[config.mk]
export PLATFORM = sky130hd
export DESIGN_NAME = bit_serial_adder_ctrl_flat
export DESIGN_NICKNAME = d
export VERILOG_FILES = /design/src/rtl/bit_serial_adder_ctrl_pkg.sv /design/src/rtl/bit_serial_adder_ctrl_if.sv /design/src/rtl/bit_serial_adder_ctrl_fa_cell.sv /design/src/rtl/bit_serial_adder_ctrl.sv /design/src/flat_wrapper.sv
export SDC_FILE = /design/constraint.sdc
export NUM_CORES = 1
export LEC_CHECK = 0
export ABC_AREA = 0
export BUFFER_PORTS_ARGS = -buffer_cell sky130_fd_sc_hd__buf_2
export CORE_ASPECT_RATIO = 1.75
export CORE_UTILIZATION = 36
export CTS_CLUSTER_SIZE = 25
export DETAILED_ROUTE_END_ITERATION = 8
export PLACE_DENSITY = 0.54
export SYNTH_ARGS = -nofsm -noshare
export SYNTH_HDL_FRONTEND = slang
export SYNTH_SLANG_ARGS = --single-unit
export TNS_END_PERCENT = 20
[constraint.sdc]
create_clock -name clk -period 1.88 [get_ports clk]
set_clock_uncertainty 0.1 [all_clocks]
set_input_delay 0.282 -clock clk [delete_from_list [all_inputs] [get_ports clk]]
set_output_delay 0.282 -clock clk [all_outputs]
set_load 0.005 [all_outputs]
[src/rtl/bit_serial_adder_ctrl_pkg.sv]
// Shared types and constants for the bit-serial adder controller.
// Optional feature macro: BSA_SIGNED_OVF_EN (adds the signed-overflow output).
package bsa_pkg;

   localparam int BSA_WIDTH_DEFAULT = 8;

   typedef enum logic [1:0] {
      IDLE,
      RUN,
      DONE
   } state_t;

endpackage

[src/rtl/bit_serial_adder_ctrl_if.sv]
// Handshake bundle between the front end (master) and the adder controller (slave).
// Optional feature macro: BSA_SIGNED_OVF_EN (adds the ovf signal).
interface bit_serial_adder_ctrl_if #(
   parameter int WIDTH = bsa_pkg::BSA_WIDTH_DEFAULT
);

   logic             in_valid;
   logic             in_ready;
   logic [WIDTH-1:0] a;
   logic [WIDTH-1:0] b;
   logic             cin;
   logic             out_valid;
   logic             out_ready;
   logic [WIDTH-1:0] sum;
   logic             cout;
   logic             busy;
`ifdef BSA_SIGNED_OVF_EN
   logic             ovf;
`endif

   modport master (
      output in_valid, a, b, cin, out_ready,
`ifdef BSA_SIGNED_OVF_EN
      input  ovf,
`endif
      input  in_ready, out_valid, sum, cout, busy
   );

   modport slave (
      input  in_valid, a, b, cin, out_ready,
`ifdef BSA_SIGNED_OVF_EN
      output ovf,
`endif
      output in_ready, out_valid, sum, cout, busy
   );

endinterface

[src/rtl/bit_serial_adder_ctrl_fa_cell.sv]
// Single 1-bit full-adder cell, time-shared by the serial controller.
module fa_cell (
   input  logic x,
   input  logic y,
   input  logic ci,
   output logic s,
   output logic co
);

   // Plain sum/carry equations of one full-adder bit
   assign s  = x ^ y ^ ci;
   assign co = (x & y) | (ci & (x ^ y));

endmodule

[src/rtl/bit_serial_adder_ctrl.sv]
// Bit-serial adder controller: adds two WIDTH-bit operands one bit per cycle,
// LSB first, through a single full-adder cell with the carry held in a flop.
// Optional feature macro: BSA_SIGNED_OVF_EN (registers the carry into the MSB
// and reports signed overflow on ovf).
module bit_serial_adder_ctrl
   import bsa_pkg::*;
#(
   parameter int WIDTH = BSA_WIDTH_DEFAULT
) (
   input logic                   clk,
   input logic                   rst_n,
   bit_serial_adder_ctrl_if.slave bus
);

   // Counter needs at least one bit even when WIDTH is 1
   localparam int CNT_W = $clog2((WIDTH < 2) ? 2 : WIDTH);

   state_t           state;
   logic [WIDTH-1:0] a_sr;
   logic [WIDTH-1:0] b_sr;
   logic [WIDTH-1:0] sum_sr;
   logic [WIDTH-1:0] sum_next;
   logic [WIDTH-1:0] sum_q;
   logic [CNT_W-1:0] cnt;
   logic             carry_q;
   logic             cout_q;
   logic             out_valid_q;
   logic             busy_q;
   logic             fa_s;
   logic             fa_co;
   logic             last_step;
`ifdef BSA_SIGNED_OVF_EN
   logic             c_msb_in;
`endif

   fa_cell u_fa (
      .x  (a_sr[0]),
      .y  (b_sr[0]),
      .ci (carry_q),
      .s  (fa_s),
      .co (fa_co)
   );

   assign last_step = (cnt == CNT_W'(WIDTH - 1));

   // New sum bit enters at the MSB while the partial result moves toward the LSB
   always_comb begin
      sum_next = WIDTH'({fa_s, sum_sr} >> 1);
   end

   // Sequencer: load operands, step one bit per cycle, hold result until consumed
   always_ff @(posedge clk or negedge rst_n) begin
      if (!rst_n) begin
         state       <= IDLE;
         a_sr        <= '0;
         b_sr        <= '0;
         sum_sr      <= '0;
         sum_q       <= '0;
         cnt         <= '0;
         carry_q     <= 1'b0;
         cout_q      <= 1'b0;
         out_valid_q <= 1'b0;
         busy_q      <= 1'b0;
`ifdef BSA_SIGNED_OVF_EN
         c_msb_in    <= 1'b0;
`endif
      end else begin
         case (state)
            IDLE: begin
               if (bus.in_valid) begin
                  a_sr    <= bus.a;
                  b_sr    <= bus.b;
                  carry_q <= bus.cin;
                  cnt     <= '0;
                  sum_sr  <= '0;
                  busy_q  <= 1'b1;
                  state   <= RUN;
               end
            end
            RUN: begin
               a_sr    <= a_sr >> 1;
               b_sr    <= b_sr >> 1;
               sum_sr  <= sum_next;
               carry_q <= fa_co;
               cnt     <= cnt + 1'b1;
               if (last_step) begin
                  sum_q       <= sum_next;
                  cout_q      <= fa_co;
                  out_valid_q <= 1'b1;
`ifdef BSA_SIGNED_OVF_EN
                  c_msb_in    <= carry_q;
`endif
                  state       <= DONE;
               end
            end
            DONE: begin
               if (bus.out_ready) begin
                  out_valid_q <= 1'b0;
                  busy_q      <= 1'b0;
                  state       <= IDLE;
               end
            end
            default: begin
               state <= IDLE;
            end
         endcase
      end
   end

   assign bus.in_ready  = (state == IDLE);
   assign bus.out_valid = out_valid_q;
   assign bus.busy      = busy_q;
   assign bus.sum       = sum_q;
   assign bus.cout      = cout_q;
`ifdef BSA_SIGNED_OVF_EN
   assign bus.ovf       = c_msb_in ^ cout_q;
`endif

endmodule
[src/flat_wrapper.sv]
// flat-port wrapper written by rule: the top's interface ports become plain ports
module bit_serial_adder_ctrl_flat import bsa_pkg::*;
#(
   parameter int WIDTH = BSA_WIDTH_DEFAULT
)
  (clk, rst_n, bus_in_valid, bus_a, bus_b, bus_cin, bus_out_ready, bus_in_ready, bus_out_valid, bus_sum, bus_cout, bus_busy);
  bit_serial_adder_ctrl_if #(.WIDTH(WIDTH)) bus_i ();
  input logic clk;
  input logic rst_n;
  input wire logic [$bits(bus_i.in_valid)-1:0] bus_in_valid;
  input wire logic [$bits(bus_i.a)-1:0] bus_a;
  input wire logic [$bits(bus_i.b)-1:0] bus_b;
  input wire logic [$bits(bus_i.cin)-1:0] bus_cin;
  input wire logic [$bits(bus_i.out_ready)-1:0] bus_out_ready;
  output wire logic [$bits(bus_i.in_ready)-1:0] bus_in_ready;
  output wire logic [$bits(bus_i.out_valid)-1:0] bus_out_valid;
  output wire logic [$bits(bus_i.sum)-1:0] bus_sum;
  output wire logic [$bits(bus_i.cout)-1:0] bus_cout;
  output wire logic [$bits(bus_i.busy)-1:0] bus_busy;
  assign bus_i.in_valid = bus_in_valid;
  assign bus_i.a = bus_a;
  assign bus_i.b = bus_b;
  assign bus_i.cin = bus_cin;
  assign bus_i.out_ready = bus_out_ready;
  assign bus_in_ready = bus_i.in_ready;
  assign bus_out_valid = bus_i.out_valid;
  assign bus_sum = bus_i.sum;
  assign bus_cout = bus_i.cout;
  assign bus_busy = bus_i.busy;
  bit_serial_adder_ctrl #(.WIDTH(WIDTH)) u_core (.clk(clk), .rst_n(rst_n), .bus(bus_i));
endmodule
==> impl_metrics.tcl, run 1 <==
set metrics [dict create \
    fillers 462 \
    multi_input_area_um2 663.1 \
    final_nets 201 \
    grt_pass1_vias 1292 \
    chipHeight_um 93.58 \
    maxCapViolations 0 \
    wl_per_cell_um 15.35 \
    area_delta_synth_final_pct 18.13 \
    setup_viol 0 \
    drtAntennaViolNets 0 \
    dieArea_mm2 0.005084 \
    hold_viol_final 0 \
    crit_path_end_kind "flop" \
    hold_path_startpoint "bus_b[7]" \
    wirelength_um 3530 \
    drive_gt1_frac 0.3371 \
    synth_top_area_share 0.5801 \
    synth.largest_area_cell "dfrtp_1" \
    grt_max_degree 22 \
    synth_area_mm2 0.001725 \
    maxSlewHeadroom 0.6176 \
    antenna_cells 0 \
    ctsResizeCount 0 \
    ys_top_cells_by_area "dfrtp_1 58%, mux2_4 7.8%, o22ai_1 5.8%" \
    clock_latency_ns 0.29 \
    core_area_mm2 0.004624 \
    crit_start "u_core.state[0]" \
    path_clk_slew_ns 0.07 \
    period_share 0.8585 \
    path_class "flop to flop" \
    place.gp.congestion 0.6754 \
    drtIter0Drc 27 \
    cts_tree "yes" \
    drc_errors 0 \
    ys.flop_type "dfrtp_1" \
    initial_core_util 0.3731 \
    yosysWarnings 0 \
    dp_hpwl_um 2574 \
    yosysMostFrequentCell "dfrtp_1" \
    path_cells "nand2b_1, a21oi_1, or2_2" \
    syn-num-nets 166 \
    htreeDepth 2 \
    cp_max_fo 14 \
    drt-vias-per-instance 5.478 \
    seqCellArea_mm2 0.001001 \
    synth-edff-count 0 \
    rows 33 \
    final_util 0.4407 \
    layout_min_cycle_time_ns 1.614 \
    irDropWorstVdd_uv 715.8 \
    clock.fmax_mhz 619.6 \
    rsz0062_at_grt "false" \
    root_buffer "clkbuf_8" \
    die_x_um 54.33 \
    status "completed" \
    grt_pass1_wl_um 5782 \
    synth_async_sr_flop_share 1.000 \
    grtUsageTotal 0.1546 \
    worstPathRequired_ns 1.95 \
    drv_slew 0 \
    hp-class "primary input to flop" \
    tightest_slew_ns 0.5732 \
    slowest_delay_ns 0.50 \
    vias 1260 \
    clock_sinks 40 \
    arrival_ns 1.68 \
    overflow 0 \
    worst_path_max_delay_cell "nand2b_1" \
    cts_buffers 5 \
    syn_area_per_cell_um2 12.15 \
    syn-instance-count 142 \
    antenna_found_initial 0 \
    start_kind "flop" \
    fin_setup_tns_ns 0 \
    r2r_start "u_core.state[0]" \
    port_buffers 32 \
    drt_first_pass_iters 4 \
    clk_path_buf_depth 2 \
    ys_ff_latch 40 \
    synthDistinctLibCells 27 \
    io_pins 33 \
    yosysSeqAreaShare 0.5801 \
    p_leak_nw 0.9797 \
    yosys-top-cells-count "40 x dfrtp_1, 18 x a21oi_1, 16 x nor2_1, 16 x o22ai_1, 11 x a22o_1" \
    power_density_mw_per_mm2 1629 \
]
## registers in the layout, indices dropped and copies added, names as in the netlist
signal / count
u_core.b_sr: 8
u_core.bus.sum: 8
u_core.bus.out_valid: 1
u_core.bus.busy: 1
u_core.bus.cout: 1
u_core.cnt: 3
u_core.state: 2
u_core.a_sr: 8
u_core.carry_q: 1
u_core.sum_sr: 7
## cells by family after synthesis
group	Yosys count	synth area share
adder cells (fa/ha/maj)	3	0.02610
AO/OA/AOI/OAI	50	0.1907
multiplexers	9	0.07832
AND/OR/NAND/NOR	29	0.08920
buffers and inverters	11	0.03553
flip-flops	40	0.5801
## cells in the final DEF (no fill, tap or decap), types with 2 or more instances in the layout
master | netlist | layout
or2_2 | 2 | 2
o22ai_1 | 16 | 16
nand2_1 | 2 | 2
mux2_4 | 9 | 9
ha_1 | 2 | 2
nor2_1 | 16 | 16
clkbuf_8 | 0 | 6
nand2b_1 | 2 | 2
dfrtp_1 | 40 | 40
clkinv_2 | 0 | 2
nor3_1 | 3 | 3
inv_1 | 2 | 2
a22o_1 | 11 | 11
buf_2 | 4 | 32
a21oi_1 | 18 | 18
buf_4 | 2 | 2
## routing by layer
metal  wire length (um)  GRT usage  share of wire  vias up
met5                  0          0              0        -
met4                 31    0.04487         0.0088        0
met3                122    0.03902          0.035        4
met2               1906     0.2754           0.54       32
met1               1470     0.1710           0.42      633
li1                   -          -              -      591
## power breakdown
group | internal [mW] | switching [mW]
clock | 0.293 | 0.288
combinational | 0.659 | 0.562
sequential | 1.24 | 0.274
total | 2.20 | 1.12
## path summary, 6_finish.rpt
path / endpoint / cells after the start / slack (ns)
setup / recovery: u_core.bus.busy / 3 / 0.27
hold / removal: u_core.b_sr[7] / 2 / 0.11
setup reg to reg: u_core.bus.busy / 3 / 0.27
hold reg to reg: u_core.bus.sum[5] / 1 / 0.41
max in group asynchronous: u_core.a_sr[4] / 3 / 0.82
min in group asynchronous: u_core.sum_sr[4] / 2 / 0.38
## cell type report
class | instances | share of cell area
inverter | 3 | 0.005525
multi-input combinational | 91 | 0.3254
timing repair buffer | 36 | 0.1007
clock inverter | 2 | 0.004911
sequential | 40 | 0.4911
clock buffer | 6 | 0.04052
tap | 52 | 0.03192
## through the flow
step / area [um^2] / hold slack (ns) / worst slack [ns] / cells / power [mW]
final: 2038 / 0.1097 / 0.2661 / 230 / 3.321
after global routing: 2038 / 0.1110 / 0.1610 / 230 / 3.573
after CTS: 2038 / 0.09863 / 0.2963 / 230 / 3.368
after detailed placement: 1936 / 0.1739 / 0.3068 / 221 / 2.775
after global placement: 1936 / 0.1774 / 0.3558 / 221 / 2.717
after floorplan: 1725 / -0.1136 / 0.4120 / 142 / 2.414
## timing repair
action,CTS,global route
hold buffers,1,0
endpoints found under the setup margin,0,0
setup buffers,0,0
endpoints found under the hold margin,20,0
## critical path: cells and delay by family, from the launching register on
family,cells,cell delay (ns)
AND/OR/NAND/NOR,2,0.79
flip-flops,1,0.47
AO/OA/AOI/OAI,1,0.13
Power figures use the tool's default switching activity.
==> run 2: changes to the inputs <==
--- a/config.mk
+++ b/config.mk
@@ -8,10 +8,10 @@
 export ABC_AREA = 0
 export BUFFER_PORTS_ARGS = -buffer_cell sky130_fd_sc_hd__buf_2
 export CORE_ASPECT_RATIO = 1.75
-export CORE_UTILIZATION = 36
+export CORE_UTILIZATION = 40
 export CTS_CLUSTER_SIZE = 25
 export DETAILED_ROUTE_END_ITERATION = 8
-export PLACE_DENSITY = 0.54
+export PLACE_DENSITY = 0.59
 export SYNTH_ARGS = -nofsm -noshare
 export SYNTH_HDL_FRONTEND = slang
 export SYNTH_SLANG_ARGS = --single-unit
==> run 2 against run 1 <==
Clock-buffer cell count unchanged. Total power rose by 2.8%. Global-route usage is 2.3 points higher.
==> impl_metrics.tcl, run 2 (synthesized netlist as in run 1, its figures left out) <==
set metrics [dict create \
    grt_max_degree 41 \
    drtIter0Drc 26 \
    clock.fmax_mhz 636.4 \
    drtAntennaViolNets 0 \
    grt_pass1_wl_um 5927 \
    cts_tree "yes" \
    dp_hpwl_um 2550 \
    grt_pass1_vias 1241 \
    maxCapViolations 0 \
    fin_setup_tns_ns 0 \
    clock_sinks 40 \
    slowest_delay_ns 0.54 \
    power_density_mw_per_mm2 1676 \
    clock_latency_ns 0.29 \
    maxSlewHeadroom 0.6241 \
    irDropWorstVdd_uv 776.5 \
    rsz0062_at_grt "false" \
    area_delta_synth_final_pct 18.06 \
    hold_viol_final 0 \
    dieArea_mm2 0.004590 \
    vias 1246 \
    p_leak_nw 0.9792 \
    hp-class "primary input to flop" \
    final_nets 201 \
    drc_errors 0 \
    fin_cells 227 \
    core_area_mm2 0.004150 \
    crit_path_end_kind "flop" \
    dp.cells 218 \
    drt-vias-per-instance 5.489 \
    worst_r2r_path_depth 3 \
    drive_gt1_frac 0.3315 \
    path_clk_slew_ns 0.08 \
    die_x_um 51.65 \
    grtUsageTotal 0.1780 \
    path_class "flop to flop" \
    tightest_slew_ns 0.5635 \
    path_cells "nor2b_2, nand2_8, mux2_4" \
    crit_start "u_core.state[0]" \
    crit_family "flip-flops" \
    io_pins 33 \
    clk_path_buf_depth 2 \
    final_common_cell "dfrtp_1" \
    arrival_ns 1.65 \
    worstPathRequired_ns 1.95 \
    cts_buffers 5 \
    drt_first_pass_iters 4 \
    initial_core_util 0.4157 \
    wirelength_um 3581 \
    antenna_found_initial 0 \
    root_buffer "clkbuf_8" \
    period_share 0.8359 \
    port_buffers 32 \
    layout_common_cells "40 x dfrtp_1, 32 x buf_2, 18 x a21oi_1" \
    hold_depth 2 \
    start_kind "flop" \
    setup_viol 0 \
    overflow 0 \
    wl_per_cell_um 15.78 \
    layout_min_cycle_time_ns 1.571 \
    crit_cells 3 \
    status "completed" \
    critPathBufInv 0 \
    rows 31 \
    place.gp.congestion 0.7385 \
    drv_slew 0 \
    htreeDepth 2 \
    r2r_start "u_core.state[0]" \
    cp_max_fo 12 \
    fillers 377 \
    antenna_cells 0 \
    power_mw 3.413 \
    worst_path_max_delay_cell "dfrtp_1" \
    hold_path_startpoint "bus_b[7]" \
    chipHeight_um 88.88 \
]
==> run 2: cell count changes in the layout (fill, tap and decap cells not counted) <==
cell,before,now
buf_12,1,0
buf_4,2,3
bufinv_16,0,1
clkbuf_1,0,1
clkbuf_8,6,5
clkinv_2,2,1
==> run 2: stage by stage <==
stage	instance area [um^2]	setup WS, ns	util	hold WS, ns
floorplan	1725	0.4120	-	-0.1136
global placement	1919	0.3509	0.4625	0.2651
detailed placement	1919	0.3154	0.4625	0.2733
CTS	2037	0.3045	0.4908	0.09800
global route	2037	0.2337	0.4908	0.1170
finish	2037	0.3085	0.4908	0.1064
==> run 2: cell type report <==
cell class | count | area (um^2) | share of cell area
sequential | 40 | 1001 | 0.4914
multi-input combinational | 91 | 663.1 | 0.3256
timing repair buffer | 36 | 192.7 | 0.09459
clock buffer | 6 | 72.57 | 0.03563
tap | 49 | 61.31 | 0.03010
clock inverter | 2 | 35.03 | 0.01720
inverter | 3 | 11.26 | 0.005528
==> run 2: timing repair <==
item / 4_1_cts / 5_1_grt
buffers inserted: 0 / 0
hold buffers: 1 / 0
hold endpoints to repair: 40 / 0
gates resized for setup: 0 / 0
==> run 2: report_power, final <==
group / switching (mW) / internal (mW)
clock network: 0.291 / 0.394
logic: 0.559 / 0.650
registers: 0.274 / 1.24
total: 1.12 / 2.29
==> run 2: worst reg2reg max path: stages (launching register included) <==
cell,delay (ns)
dfrtp_1,0.54
nor2b_2,0.35
nand2_8,0.14
mux2_4,0.32
==> run 2: final timing paths <==
kind | slack [ns] | end
max | 0.31 | u_core.bus.cout
min | 0.11 | u_core.b_sr[7]
max reg2reg | 0.31 | u_core.bus.cout
min reg2reg | 0.41 | u_core.sum_sr[1]
max in group asynchronous | 0.86 | u_core.bus.sum[7]
min in group asynchronous | 0.47 | u_core.bus.sum[1]
==> run 2: per-layer routing <==
layer	part of all wire	track usage	wire, um
met2	0.51	0.2987	1821
met1	0.42	0.2086	1513
met4	0.020	0.08845	71
met3	0.049	0.04296	174
met5	0	0	0
==> run 3: changes to the inputs <==
--- a/config.mk
+++ b/config.mk
@@ -11,7 +11,7 @@
 export CORE_UTILIZATION = 40
 export CTS_CLUSTER_SIZE = 25
 export DETAILED_ROUTE_END_ITERATION = 8
-export PLACE_DENSITY = 0.59
+export PLACE_DENSITY = 0.61
 export SYNTH_ARGS = -nofsm -noshare
 export SYNTH_HDL_FRONTEND = slang
 export SYNTH_SLANG_ARGS = --single-unit
==> constraint.sdc (replaced) <==
create_clock -name clk -period 1.3 [get_ports clk]
set_clock_uncertainty 0.1 [all_clocks]
set_input_delay 0.195 -clock clk [delete_from_list [all_inputs] [get_ports clk]]
set_output_delay 0.195 -clock clk [all_outputs]
set_load 0.005 [all_outputs]
==> run 3 against run 2 <==
The flow now finishes with violations (negative setup slack). Register-to-register slack got worse by 0.42 ns. Design area increased by 12%. Clock power increased by 12%. Global-route usage increased by 0.066 points. Maximum frequency increased by 12%. Die area unchanged. Critical path type unchanged. Routed wire length increased by 1.9%. Hold slack got worse by 0.087 ns. Via count increased by 7.4%.
==> impl_metrics.tcl, run 3 (synthesized netlist as in run 1, its figures left out) <==
set metrics [dict create \
    fin_area_mm2 0.002272 \
    wirelength_um 3649 \
    power_density_mw_per_mm2 2305 \
    highest_layer "met4" \
    final_common_cell "dfrtp_1" \
    grtUsageTotal 0.1786 \
    irDropWorstVdd_uv 1236 \
    place.gp.congestion 0.7163 \
    drive_gt1_frac 0.4550 \
    drt-vias-per-instance 5.373 \
    start_kind "flop" \
    dp.cells 233 \
    arrival_ns 1.48 \
    worstPathRequired_ns 1.37 \
    io_pins 33 \
    route.met2.wl_um 2052 \
    dp_hpwl_um 2568 \
    r2r_end "u_core.bus.sum[5]" \
    grt_pass1_vias 1358 \
    dieArea_mm2 0.004590 \
    rsz0062_at_grt "true" \
    drtAntennaViolNets 0 \
    wl_per_cell_um 14.65 \
    core_area_mm2 0.004150 \
    grt_pass1_wl_um 6085 \
    maxCapViolations 0 \
    clock_latency_ns 0.29 \
    r2r_start "u_core.cnt[1]" \
    cp_max_fo 5 \
    path_class "flop to flop" \
    p_leak_nw 1.106 \
    grt_max_degree 41 \
    root_buffer "clkbuf_8" \
    period_share 1.082 \
    chipHeight_um 88.88 \
    area_delta_synth_final_pct 31.69 \
    clock_sinks 40 \
    antenna_found_initial 0 \
    rows 31 \
    crit_start "u_core.cnt[1]" \
    violations "negative setup slack" \
    maxSlewHeadroom 0.8299 \
    crit_path_end "u_core.bus.sum[5]" \
    layout_min_cycle_time_ns 1.407 \
    wl_met3_um 142 \
    htreeDepth 2 \
    path_clk_slew_ns 0.07 \
    pre_cts_ws_ns -0.1093 \
    clk_path_buf_depth 2 \
    final_nets 224 \
    die_x_um 51.65 \
    drt_first_pass_iters 4 \
    overflow 0 \
    cts_buffers 5 \
    clock.fmax_mhz 710.7 \
    vias 1338 \
    crit_path_end_kind "flop" \
    hp-class "primary input to flop" \
    drv_slew 0 \
    antenna_cells 0 \
    status "finished, violations left" \
    port_buffers 32 \
    hold_viol_final 0 \
    met1Wirelength_um 1387 \
    setup_viol 18 \
    layout_common_cells "39 x dfrtp_1, 32 x buf_2, 22 x buf_4" \
    reg2reg_slack_ns -0.11 \
    cts_tree "yes" \
    fillers 351 \
    final_util 0.5475 \
    worst_r2r_path_depth 4 \
    setup_ws_ns -0.1070 \
    dpl_cell_area_mm2 0.002059 \
    drc_errors 0 \
    drtIter0Drc 26 \
    tightest_slew_ns 0.2516 \
    fin_cells 249 \
    initial_core_util 0.4157 \
]
==> run 3: cell types whose count changed in the layout (fill, tap and decap cells not counted), sizes merged <==
cell	previous run	this run
buf	35	57
bufinv	1	0
nand2	3	4
==> run 3: metrics by stage <==
step	hold WS (ns)	power [mW]	setup TNS (ns)
2_1_floorplan	-0.2006	3.530	-0.5418
3_3_place_gp	0.07815	4.143	-0.9219
3_5_place_dp	0.08251	4.242	-1.310
4_1_cts	0.01568	5.153	-1.027
5_1_grt	0.02729	5.612	-2.308
6_report	0.01970	5.237	-1.117
==> run 3: worst min-delay path by stage <==
stage | from | to | slack [ns] | cells past startpoint
after floorplan | rst_n | u_core.a_sr[0] | -0.20 | 0
after detailed placement | rst_n | u_core.sum_sr[2] | 0.08 | 2
after CTS | bus_out_ready | u_core.state[1] | 0.02 | 2
after global routing | bus_out_ready | u_core.state[1] | 0.03 | 2
final | bus_out_ready | u_core.state[1] | 0.02 | 2
after global placement | rst_n | u_core.cnt[2] | 0.08 | 2
==> run 3: cell type report <==
| type | count | area (um^2) | share of cell area |
|---|---|---|---|
| inverters | 3 | 13.76 | 0.006057 |
| clock inverters | 1 | 5.005 | 0.002203 |
| multi-input cells | 92 | 739.5 | 0.3254 |
| flip-flops and latches | 40 | 1002 | 0.4411 |
| clock buffers | 6 | 72.57 | 0.03194 |
| well taps | 49 | 61.31 | 0.02698 |
| repair buffers | 58 | 377.9 | 0.1663 |
==> run 3: critical path, cell delays in order, from the launching register on <==
cell     delay, ns
dfrtp_1       0.39
ha_2          0.20
ha_4          0.19
nand2_4       0.11
mux2_4        0.30
==> run 3: routing by layer <==
metal  vias to the layer above  GRT usage
met4                         0    0.07371
li1                        629          -
met2                        33     0.3318
met1                       669     0.1863
met3                         7    0.04296
met5                         -          0
==> run 3: what timing repair did <==
item                       in CTS  in global routing
cloned                          1                  0
hold endpoints to repair       40                  0
buffers inserted                2                  5
setup endpoints to repair      25                 26
pin swaps                       0                  0
resized for setup               7                  7
hold buffers                    1                  0
==> run 3: where the power goes <==
part | total [mW] | internal (mW) | switching (mW)
clock | 0.769 | 0.365 | 0.404
sequential | 2.18 | 1.80 | 0.377
combinational | 2.29 | 1.33 | 0.960
